==> src/rtl/sm83_irq_ctrl.sv <==
// sm83_irq_ctrl -- interrupt controller and dispatch sequencer for the SM83 core.
//
// Owns IF, IE and the IME flag (with EI delay, DI and RETI semantics),
// arbitrates pending sources by fixed priority (bit 0 highest), steps the
// control unit through the 5-M-cycle dispatch and produces the HALT wake.
// All sequencing advances only on the one-clk m_tick strobe.
//
// Optional feature: define SM83_HALT_BUG_EN to generate the halt_bug pulse;
// when undefined halt_bug is tied to 0.
//
// Ports:
//   clk, rst_n          core clock, synchronous active-low reset
//   m_tick              end-of-M-cycle strobe
//   instr_boundary      last M-cycle of an instruction (qualified by m_tick)
//   ctl_ei/di/reti      decoded op completing at this boundary
//   halted              core is in HALT
//   irq_src             one-clk set pulses from peripherals
//   if_we/if_wdata      IF write port
//   ie_we/ie_wdata      IE write port
//   if_rdata, ie_rdata  combinational register reads
//   ime                 interrupt master enable
//   dispatch            dispatch sequence active (WAIT1..JUMP)
//   disp_stage          0 IDLE,1 WAIT1,2 WAIT2,3 PUSH_HI,4 PUSH_LO,5 JUMP
//   vector/vector_valid jump target low byte, valid during JUMP
//   wake                |(IE & IF), independent of IME
//   halt_bug            HALT-bug PC-increment skip request
module sm83_irq_ctrl #(
  parameter int         NUM_IRQ    = 5,
  parameter logic [7:0] VEC_BASE   = 8'h40,
  parameter int         VEC_STRIDE = 8
) (
  input  logic               clk,
  input  logic               rst_n,
  input  logic               m_tick,
  input  logic               instr_boundary,
  input  logic               ctl_ei,
  input  logic               ctl_di,
  input  logic               ctl_reti,
  input  logic               halted,
  input  logic [NUM_IRQ-1:0] irq_src,
  input  logic               if_we,
  input  logic [NUM_IRQ-1:0] if_wdata,
  input  logic               ie_we,
  input  logic [7:0]         ie_wdata,
  output logic [7:0]         if_rdata,
  output logic [7:0]         ie_rdata,
  output logic               ime,
  output logic               dispatch,
  output logic [2:0]         disp_stage,
  output logic [7:0]         vector,
  output logic               vector_valid,
  output logic               wake,
  output logic               halt_bug
);

  typedef enum logic [2:0] {
    S_IDLE    = 3'd0,
    S_WAIT1   = 3'd1,
    S_WAIT2   = 3'd2,
    S_PUSH_HI = 3'd3,
    S_PUSH_LO = 3'd4,
    S_JUMP    = 3'd5
  } state_t;

  state_t             state;
  logic [NUM_IRQ-1:0] if_q;
  logic [7:0]         ie_q;
  logic               ime_q;
  logic               ime_pending;
  logic [7:0]         vector_q;

  logic [NUM_IRQ-1:0] pending;
  logic [NUM_IRQ-1:0] pick_mask;
  logic [7:0]         pick_vec;
  logic [NUM_IRQ-1:0] clr_mask;
  logic [NUM_IRQ-1:0] if_next;
  logic               boundary, ei_b, di_b, reti_b;
  logic               ime_eff, take;

  assign pending  = ie_q[NUM_IRQ-1:0] & if_q;
  assign boundary = m_tick & instr_boundary;
  assign ei_b     = boundary & ctl_ei;
  assign di_b     = boundary & ctl_di;
  assign reti_b   = boundary & ctl_reti;

  // A pending EI promotes at this boundary, so the check already sees IME=1.
  // RETI enables at its own boundary; DI at its boundary wins over both.
  assign ime_eff = ~di_b & (ime_q | ime_pending | reti_b);
  assign take    = boundary & (state == S_IDLE) & ime_eff & wake & ~halted;

  // Lowest set bit wins: iterate high to low so the last hit is the lowest.
  always_comb begin
    // NOTE: every comb output gets a default first so no latch is inferred.
    pick_mask = '0;
    pick_vec  = 8'h00;
    for (int i = NUM_IRQ - 1; i >= 0; i--) begin
      if (pending[i]) begin
        pick_mask    = '0;
        pick_mask[i] = 1'b1;
        pick_vec     = VEC_BASE + 8'(i * VEC_STRIDE);
      end
    end
  end

  // IF update order: CPU write, then dispatch clear, then peripheral sets.
  assign clr_mask = (m_tick && state == S_PUSH_HI) ? pick_mask : '0;
  assign if_next  = ((if_we ? if_wdata : if_q) & ~clr_mask) | irq_src;

  always_ff @(posedge clk) begin
    if (!rst_n) begin
      state       <= S_IDLE;
      if_q        <= '0;
      ie_q        <= 8'h00;
      ime_q       <= 1'b0;
      ime_pending <= 1'b0;
      vector_q    <= 8'h00;
    end else begin
      // NOTE: sequential state uses non-blocking assignments only; later
      // assignments in this block intentionally override earlier ones.
      if_q <= if_next;
      if (ie_we) ie_q <= ie_wdata;

      if (di_b || take) begin
        ime_q       <= 1'b0;
        ime_pending <= 1'b0;
      end else begin
        if (boundary && ime_pending) begin
          ime_q       <= 1'b1;
          ime_pending <= 1'b0;
        end
        if (ei_b)   ime_pending <= 1'b1;
        if (reti_b) ime_q       <= 1'b1;
      end

      if (m_tick) begin
        unique case (state)
          S_IDLE:    if (take) state <= S_WAIT1;
          S_WAIT1:   state <= S_WAIT2;
          S_WAIT2:   state <= S_PUSH_HI;
          S_PUSH_HI: begin
            // Sampled here, not at entry: the PC-high push may rewrite IE.
            vector_q <= pick_vec;
            state    <= S_PUSH_LO;
          end
          S_PUSH_LO: state <= S_JUMP;
          S_JUMP:    state <= S_IDLE;
          default:   state <= S_IDLE;
        endcase
      end
    end
  end

`ifdef SM83_HALT_BUG_EN
  logic halted_d;
  logic halt_bug_q;

  // HALT entry (halted rising between ticks) with IME off and an interrupt
  // already pending: request one M-cycle of skipped PC increment.
  always_ff @(posedge clk) begin
    if (!rst_n) begin
      halted_d   <= 1'b0;
      halt_bug_q <= 1'b0;
    end else if (m_tick) begin
      halted_d   <= halted;
      halt_bug_q <= halted & ~halted_d & ~ime_q & wake;
    end
  end

  assign halt_bug = halt_bug_q;
`else
  assign halt_bug = 1'b0;
`endif

  assign wake         = |pending;
  assign if_rdata     = {{(8 - NUM_IRQ){1'b1}}, if_q};
  assign ie_rdata     = ie_q;
  assign ime          = ime_q;
  assign dispatch     = (state != S_IDLE);
  assign disp_stage   = state;
  assign vector       = vector_q;
  assign vector_valid = (state == S_JUMP);

endmodule

==> config.mk <==
export PLATFORM = sky130hd
export DESIGN_NAME = sm83_irq_ctrl
export DESIGN_NICKNAME = d
export VERILOG_FILES = /design/src/rtl/sm83_irq_ctrl.sv
export SDC_FILE = /design/constraint.sdc
export NUM_CORES = 1
export LEC_CHECK = 0
export ABC_AREA = 1
export ABC_CLOCK_PERIOD_IN_PS = 1400
export BUFFER_PORTS_ARGS = -buffer_cell sky130_fd_sc_hd__buf_2
export CAP_MARGIN = 20
export CORE_MARGIN = 3
export CORE_UTILIZATION = 43
export CTS_CLUSTER_DIAMETER = 100
export DETAILED_ROUTE_END_ITERATION = 7
export PLACE_DENSITY = 0.78
export SLEW_MARGIN = 20
export SYNTH_ARGS = -nofsm -noshare
export SYNTH_HDL_FRONTEND = slang
export SYNTH_SLANG_ARGS = --single-unit
==> constraint.sdc <==
create_clock -name clk -period 1.4 [get_ports clk]
set_input_delay 0.42 -clock clk [delete_from_list [all_inputs] [get_ports clk]]
set_output_delay 0.42 -clock clk [all_outputs]
set_load 0.02 [all_outputs]
After elaboration in Yosys (flattened, before gate mapping). Index checks and enable logic that the tools add are counted.

Bits in latches: 0. Register bits: 26. Bits in read-only memories: 0. Memories kept: 0. RAM bits: 0. Bits of input ports: 28. Output and inout bits: 32. Logic and storage cells: 59.

$add $sub $neg: 0. Muxes and demuxes: 18. Bitwise gates (word level): 18. Reduce and logical (&&, ||, !) cells: 11. Multipliers: 0. Shift operators: 0. Div/mod/pow operators: 0. Magnitude comparators: 0. Eq/ne operators: 6.

Operator list (count): 5-bit 2-to-1 mux (7); 8-bit 2-to-1 mux (4); 3-bit case mux with 5 select lines (1); 5-bit bitwise AND (2); 1-bit bitwise AND (9); 7-bit 2-to-1 mux (1); 3-bit by 2-bit equality test with 1-bit output, second input constant (2); 3-bit equality test, second input constant (2); 5-bit inverter (1); 5-bit OR (1); 5-bit OR reduction (1); 1-bit 2-to-1 mux (4); 2-bit AND reduction (2); 2-bit nonzero test (2); 3-bit by 1-bit equality test with 1-bit output, second input constant (1); 3-bit logical NOT (1); 3-bit 2-to-1 mux (1); 1-bit inverter (3); 3-bit nonzero test (1); 1-bit logical AND (2); 2-bit inequality test, second input constant (1); 1-bit OR (2); 2-bit OR reduction (1); 1-bit logical OR (1).

Longest topological paths before layout. Gate-level depths: netlist of run 1.

Word-level depth: 10. Mapped depth: 10. Depth with buffers taken out: 10.

Least setup slack after synthesis of run 1. No wires, ideal clock.

Path kind: register to output. From: reg state[0] (netlist: disp_stage[0]). To: out vector_valid. Path buffers: 0. Cell stages (with the launch flop): 3. Required time: 0.980 ns. Setup slack: -0.123 ns. Arrival time: 1.103 ns. Cells stage by stage: dfxtp_1 > inv_1 > nor3_1.

Longest elaborated chain between the ends: 1.

Ends and longest elaborated chain: start: declaration (RTL line 65) `state_t state;`; start signal: assignment (RTL line 111) `state <= S_IDLE;`; start signal: assignment (RTL line 137) `S_IDLE: if (take) state <= S_WAIT1;`; start signal: assignment (RTL line 138) `S_WAIT1: state <= S_WAIT2;`; 3-bit equality test (RTL line 181) `assign vector_valid = (state == S_JUMP);`; end: declaration (RTL line 51) `output logic vector_valid,`.

No other way between the ends.

Worst setup path in the final report of run 1.
From: reg if_q[0]. To: out wake.

Longest elaborated chain between the ends: 2.

Ends and longest elaborated chain: start: declaration (RTL line 66) `logic [NUM_IRQ-1:0] if_q;`; start signal: assignment (RTL line 120) `if_q <= if_next;`; 5-bit bitwise AND (RTL line 80) `assign pending = ie_q[NUM_IRQ-1:0] & if_q;`; 5-bit OR reduction (RTL line 174) `assign wake = |pending;`; end: declaration (RTL line 52) `output logic wake,`.

No other way between the ends.

==> results.json, run 1 <==
{
  "core_sq_mm": 0.00228,
  "critPathLaunchType": "flip-flop",
  "regArea_sq_um": 457,
  "async_reset_ff_share_pct": 0,
  "grtUsageTotal_pct": 17.9,
  "drc": 0,
  "initial_core_util_pct": 46.6,
  "vias": 1187,
  "drive_above_1_share_pct": 50.2,
  "drv_slew": 0,
  "area_delta_synth_final_pct": 45.9,
  "fillCellCount": 208,
  "p_per_area_mw_per_mm2": 1390,
  "layout_commonest_cell": "buf_2",
  "fin_skew_ps": 6.32,
  "numCtsBuffers": 3,
  "final_cell_mix": "buf_2, nor2_1, nand2_1, buf_4",
  "hold_ws_ps": 326,
  "grt_overflow": 0,
  "ys_seq_elements": 22,
  "violations": "negative setup slack",
  "hold_class": "in2reg",
  "cts-root-buf": "clkbuf_4",
  "drt-initial-drc-count": 13,
  "clock_path_buffers": 2,
  "critPathRequiredTime_ps": 980,
  "hold_viol": 0,
  "boundaryPins": 60,
  "fin_crit_sh_pct": 110,
  "max_freq_mhz": 650,
  "drt_wl_total_um": 2850,
  "fin_util_pct": 67.9,
  "crit_type": "reg2out",
  "p_total_w": 0.00215,
  "grt_max_degree": 12,
  "viasPerCell": 4.93,
  "syn_area_per_cell_sq_um": 7.21,
  "worstSkewPairLatency_ps": 290,
  "dieWidth_um": 55.6,
  "firstDrtPassIters": 4,
  "holdBufCountCts": 0,
  "grt_antenna_before_repair": 0,
  "dieArea_sq_mm": 0.00310,
  "ys_types": 22,
  "wl_met1_um": 1110,
  "period_needed_ps": 1540,
  "dp_hpwl_um": 2100,
  "multiInputGateArea_sq_um": 593,
  "worst_slack_ps": -139,
  "top_layer_used": "met4",
  "power_leakage_nw": 0.808,
  "cap_violations": 0,
  "wl_per_cell_um": 11.8,
  "synth-main-ff-cell": "dfxtp_1",
  "routed-wl-met3_um": 202,
  "end_kind": "output pin",
  "place_congestion": 0.928,
  "grt_pass1_vias": 1114,
  "synth_edf_count": 0,
  "yosysWarnings": 0,
  "yosysSeqAreaShare_pct": 41.6,
  "setup-tns-final_ps": -224,
  "io_buffers": 51,
  "crit_arrival_ps": 1120,
  "rsz0062_at_grt": "true",
  "post-place-ws_ps": -11.4,
  "setup_violations": 6,
  "grt_pass1_wl_um": 4540,
  "die_y_um": 55.6,
  "diodes": 0,
  "ir_drop_v": 0.00104,
  "ant_nets": 0,
  "met2_wirelength_um": 1510,
  "clock-sinks": 22,
  "fp-row-count": 17,
  "synth_area_sq_mm": 0.00106,
  "cts_tree": "built",
  "netlist_instances": 147,
  "nNetsFinal": 243,
  "outcome": "complete, but fails checks",
  "critPathMaxFanout": 2,
  "clk_pin_slew_ps": 110,
  "ctsHtreeMaxLevel": 1
}
-- state kept, by name, indices dropped and copies added, names as in the netlist --
name and cells:
disp_stage 3, if_q 5, vector 4, ime_pending 1, ie_rdata 8, ime 1
-- metal layers --
| metal | GRT usage [%] | vias up |
|---|---|---|
| li1 | - | 591 |
| met1 | 20.4 | 548 |
| met2 | 32.9 | 44 |
| met3 | 3.02 | 4 |
| met4 | 6.94 | 0 |
| met5 | 0 | - |
-- worst max-delay path, stage by stage, from the launching register on --
cell and delay [ps]:
dfxtp_2 340, nand2_1 80, nand2_2 70, nor2_4 120, nand2_2 70, buf_6 130
-- through the flow --
stage | instances | area, sq um
floorplan | 153 | 1090
global placement | 228 | 1350
detailed placement | 228 | 1350
CTS | 240 | 1500
global route | 241 | 1550
finish | 241 | 1550
-- Yosys cell counts (5+ instances only) --
master / n / area share, %
nand2_1: 25 / 8.9
buf_4: 8 / 5.7
nand3_1: 5 / 2.4
mux2_2: 5 / 5.3
nor2_1: 30 / 11
a21oi_1: 9 / 4.2
o21ai_0: 13 / 6.1
inv_1: 9 / 3.2
nand2_2: 5 / 3.0
dfxtp_1: 22 / 42
-- final cells by class --
cell class / count / share of cell area, %
Clock buffer: 3 / 1.46
Inverter: 12 / 3.07
Multi-Input combinational cell: 110 / 38.3
Sequential cell: 22 / 29.5
Tap cell: 28 / 2.27
Timing Repair Buffer: 66 / 25.3
-- path summary, 6_finish.rpt --
check,start,endpoint,slack [ps],cells past startpoint
setup / recovery,if_q[0],wake,-140,5
hold / removal,irq_src[1],if_q[1],330,3
setup reg to reg,if_q[0],disp_stage[2],-20,12
hold reg to reg,vector[3],vector[3],480,2
-- timing repair --
item,4_1_cts,5_1_grt
setup buffers,9,1
pin swaps,8,2
gates resized for setup,25,11
endpoints found under the setup margin,3,11
-- cell families after synthesis --
kind of cell,after synthesis,synth area share [%]
AND/OR/NAND/NOR,71,29.2
other,2,0.709
AO/OA/AOI/OAI,26,12.9
buffers and inverters,21,10.4
flip-flops,22,41.6
multiplexers,5,5.31
-- power by group --
part           total (W)  switching, W  internal (W)
registers       0.000795     0.0000754      0.000719
clock network   0.000271      0.000171      0.000100
logic            0.00109      0.000615      0.000473
(Power assumes the default switching activity.)
==> run 2, diff against run 1 <==
Settings changed: CELL_PAD_IN_SITES_DETAIL_PLACEMENT from default to 2, CELL_PAD_IN_SITES_GLOBAL_PLACEMENT from default to 2, CORE_UTILIZATION 43 to 21, CTS_BUF_LIST from default to sky130_fd_sc_hd__clkbuf_4 sky130_fd_sc_hd__clkbuf_8 sky130_fd_sc_hd__clkbuf_16, PLACE_DENSITY 0.78 to default, PLACE_DENSITY_LB_ADDON from default to 0.1.
==> results.json, run 2 (synthesis results as in run 1) <==
{
  "outcome": "complete, but fails checks",
  "violations": "negative setup slack",
  "dieArea_sq_mm": 0.00594,
  "detailed_place.area_sq_mm": 0.00144,
  "cts_tree": "built",
  "fin_skew_ps": 2.33,
  "hold_class": "in2reg",
  "final_cell_mix": "buf_2, nor2_1, buf_4",
  "grt_pass1_vias": 1379,
  "end_kind": "output pin",
  "fin_util_pct": 36.7,
  "grt_max_degree": 13,
  "area_delta_synth_final_pct": 65.8,
  "hold_ws_ps": 356,
  "ir_drop_v": 0.000467,
  "io_buffers": 51,
  "layout_commonest_cell": "buf_2",
  "nNetsFinal": 253,
  "power_leakage_nw": 0.881,
  "finalNonFillerCells": 291,
  "cap_violations": 0,
  "die_y_um": 77.0,
  "dp_cells": 273,
  "ant_nets": 0,
  "rsz0062_at_grt": "true",
  "diodes": 0,
  "vias": 1252,
  "crit_arrival_ps": 1210,
  "dieWidth_um": 77.0,
  "boundaryPins": 60,
  "initial_core_util_pct": 22.1,
  "core_sq_mm": 0.00479,
  "crit_type": "reg2out",
  "final_area_sq_mm": 0.00176,
  "ctsHtreeMaxLevel": 1,
  "holdBufCountCts": 0,
  "drt-initial-drc-count": 6,
  "hold_viol": 0,
  "clk_pin_slew_ps": 80,
  "grt_pass1_wl_um": 6520,
  "wl_per_cell_um": 13.8,
  "worstPathCellList": "nand2_2 > nand2_2 > nor2_4 > buf_6 > nand2_4 > buf_6",
  "largest_reg_flops": 8,
  "drv_slew": 0,
  "drt_wl_total_um": 4010,
  "critPathRequiredTime_ps": 980,
  "period_needed_ps": 1630,
  "clock_path_buffers": 2,
  "worstSkewPairLatency_ps": 270,
  "cp_slowest_cell": "dfxtp_2",
  "clock-sinks": 22,
  "firstDrtPassIters": 2,
  "setup_violations": 6,
  "fin_crit_sh_pct": 116,
  "post-place-ws_ps": -34.4,
  "worst_slack_ps": -227,
  "grt_overflow": 0,
  "dp_hpwl_um": 3020,
  "viasPerCell": 4.30,
  "p_per_area_mw_per_mm2": 1420,
  "critPathLaunchType": "flip-flop",
  "fp-row-count": 25,
  "critPathMaxFanout": 3,
  "critPathMaxStageDelay_ps": 330,
  "grtUsageTotal_pct": 13.9,
  "max_freq_mhz": 615,
  "drc": 0,
  "numCtsBuffers": 3,
  "place_congestion": 0.832,
  "drive_above_1_share_pct": 55.4,
  "cts-root-buf": "clkbuf_8",
  "grt_antenna_before_repair": 0
}
## run 2: changes by cell type in the layout (fill, tap and decap cells not counted), moves of 2 or more
cell,change
nand2_1,-3
nor2_2,-2
buf_2,+2
nand2_4,+2
buf_6,+3
clkbuf_4,-3
buf_4,+5
clkbuf_8,+4
## run 2: metal layers
layer | up-vias | wire, um | track usage, %
li1 | 609 | - | -
met4 | 0 | 92 | 6.58
met1 | 599 | 1500 | 14.9
met5 | - | 0 | 0
met3 | 6 | 224 | 3.05
met2 | 38 | 2200 | 25.6
## run 2: worst max-delay path, delay by kind of cell (launching register included)
family,cells,cell delay [ps]
simple gates,4,360
flops,1,330
buf+inv,2,250
## run 2: power by group
| group | switching, W | total, W | internal [W] | leakage (nW) |
|---|---|---|---|---|
| clock network | 0.000224 | 0.000475 | 0.000251 | 0.0288 |
| logic | 0.000681 | 0.00121 | 0.000531 | 0.667 |
| registers | 0.0000819 | 0.000802 | 0.000720 | 0.185 |
| total | 0.000986 | 0.00249 | 0.00150 | 0.881 |
## run 2: what timing repair did
action / CTS / global route
endpoints found under the setup margin: 3 / 11
buffers inserted: 13 / 3
pin swaps: 7 / 11
gates resized for setup: 28 / 21
## run 2: layout make-up
class,count,area [sq um]
Timing Repair Buffer,76,473
Clock buffer,4,55.1
Multi-Input combinational cell,110,639
Tap cell,67,83.8
Fill cell,589,3030
Inverter,12,47.5
Sequential cell,22,458
## run 2: path summary, 6_finish.rpt
kind	from	to	slack [ps]	depth (start not counted)
max	ie_rdata[2]	wake	-230	6
max reg2reg	ie_rdata[2]	if_q[4]	-130	10
min	irq_src[1]	if_q[1]	360	3
min reg2reg	vector[4]	vector[4]	470	2
## run 2: per-stage QoR
step | power, W | TNS, ps
final | 0.00249 | -747
after global routing | 0.00265 | -1530
after CTS | 0.00236 | -272
after detailed placement | 0.00157 | -104
after global placement | 0.00155 | -1.15
after floorplan | 0.00130 | 0
==> run 3, diff against run 2 <==
Settings changed: ABC_CLOCK_PERIOD_IN_PS 1400 to 1800, CELL_PAD_IN_SITES_DETAIL_PLACEMENT 2 to 0, CELL_PAD_IN_SITES_GLOBAL_PLACEMENT 2 to 1, CORE_UTILIZATION 21 to 29.
Clock period 1.4 ns to 1.8 ns, I/O delays scaled along.
==> results.json, run 3 (synthesis results as in run 1) <==
{
  "grt_overflow": 0,
  "largest_reg_flops": 8,
  "ant_nets": 0,
  "grt_antenna_before_repair": 0,
  "initial_core_util_pct": 31.0,
  "clk_pin_slew_ps": 130,
  "cap_violations": 0,
  "numCtsBuffers": 3,
  "vias": 1076,
  "period_needed_ps": 1720,
  "ctsHtreeMaxLevel": 1,
  "drive_above_1_share_pct": 43.0,
  "firstDrtPassIters": 4,
  "cts_tree": "built",
  "p_per_area_mw_per_mm2": 993,
  "p_sw_share_pct": 41.0,
  "cp_slowest_cell": "dfxtp_2",
  "end_kind": "output pin",
  "nNetsFinal": 230,
  "place_congestion": 0.750,
  "hold_class": "in2reg",
  "critPathLaunchType": "flip-flop",
  "p_int_w": 0.000820,
  "p_switching_w": 0.000570,
  "worstSkewPairLatency_ps": 300,
  "dieArea_sq_mm": 0.00442,
  "die_y_um": 66.5,
  "wl_per_cell_um": 10.6,
  "fin_skew_ps": 9.33,
  "drt_wl_total_um": 2620,
  "cpMostUsedCell": "nand2_2",
  "grtUsageTotal_pct": 13.1,
  "critPathRequiredTime_ps": 1260,
  "clock-sinks": 22,
  "holdBufCountCts": 0,
  "boundaryPins": 60,
  "pwr-share-comb_pct": 40.5,
  "core_sq_mm": 0.00342,
  "ir_drop_v": 0.000325,
  "outcome": "finished clean",
  "grt_pass1_wl_um": 4500,
  "crit_type": "reg2out",
  "crit_arrival_ps": 1180,
  "cts-root-buf": "clkbuf_4",
  "setup_violations": 0,
  "grt_max_degree": 13,
  "worstPathCellList": "nand2_2 > nand2_2 > nor2_4 > nand2_2 > buf_4",
  "area_delta_synth_final_pct": 32.1,
  "fp-row-count": 21,
  "drt-initial-drc-count": 48,
  "final_cell_mix": "buf_2, nor2_1, nand2_1",
  "worst_slack_ps": 75.9,
  "critPathMaxStageDelay_ps": 350,
  "max_freq_mhz": 580,
  "critPathMaxFanout": 3,
  "p_total_w": 0.00139,
  "drc": 0,
  "power_leakage_nw": 0.737,
  "rsz0062_at_grt": "false",
  "p_clk_share_pct": 16.2,
  "hold_viol": 0,
  "fin_crit_sh_pct": 95.8,
  "drv_slew": 0,
  "dp_hpwl_um": 2070,
  "seqPwrFrac_pct": 43.4,
  "viasPerCell": 4.37,
  "setup-tns-final_ps": 0,
  "layout_commonest_cell": "buf_2",
  "dieWidth_um": 66.5,
  "io_buffers": 51,
  "clock_path_buffers": 2,
  "grt_pass1_vias": 1036,
  "diodes": 0,
  "post-place-ws_ps": 228
}
==> run 3: worst max-delay path, delay by kind of cell, from the launching register on <==
| family | cells | cell delay (ps) |
|---|---|---|
| buffers and inverters | 1 | 160 |
| and+or+nand+nor | 4 | 370 |
| DFF | 1 | 350 |
==> run 3: layout make-up <==
type                    instances  area (sq um)
inverters                      12          45.0
fillers                       389          2020
repair buffers                 53           273
flip-flops and latches         22           453
clock buffers                   3          22.5
well taps                      46          57.6
multi-input cells             110           549
==> run 3: final timing paths <==
path | startpoint | to | slack, ps | depth (start not counted)
max | if_q[2] | wake | 80 | 5
min reg2reg | vector[4] | vector[4] | 480 | 2
min | irq_src[4] | if_q[4] | 430 | 3
max reg2reg | disp_stage[1] | if_q[2] | 480 | 5
==> run 3: metal layers <==
| metal | global-route usage (%) | share of wire [%] |
|---|---|---|
| met4 | 4.57 | 0.80 |
| met2 | 21.8 | 47 |
| met3 | 3.04 | 6.9 |
| met5 | 0 | 0 |
| met1 | 16.4 | 45 |
==> run 3: what timing repair did <==
| item | CTS | global route |
|---|---|---|
| pin swaps | 1 | 1 |
| setup buffers | 0 | 2 |
| endpoints found under the setup margin | 1 | 2 |
| resized for setup | 2 | 14 |
| endpoints found under the hold margin | 0 | 0 |
==> run 3: power groups by stage <==
stage	Combinational, W	Clock, W	Sequential, W
finish	0.000562	0.000225	0.000603
global route	0.000643	0.000256	0.000615
CTS	0.000556	0.000238	0.000600
detailed placement	0.000553	0	0.000610
global placement	0.000553	0	0.000609
floorplan	0.000339	0	0.000668
==> run 3: per-stage QoR <==
step                      hold slack (ps)  utilization [%]  area [sq um]  cells
after floorplan                       442                -          1080    153
after global placement                458             38.9          1330    241
after detailed placement              463             38.9          1330    241
after CTS                             424             39.7          1360    244
after global routing                  428             41.0          1400    246
final                                 429             41.0          1400    246
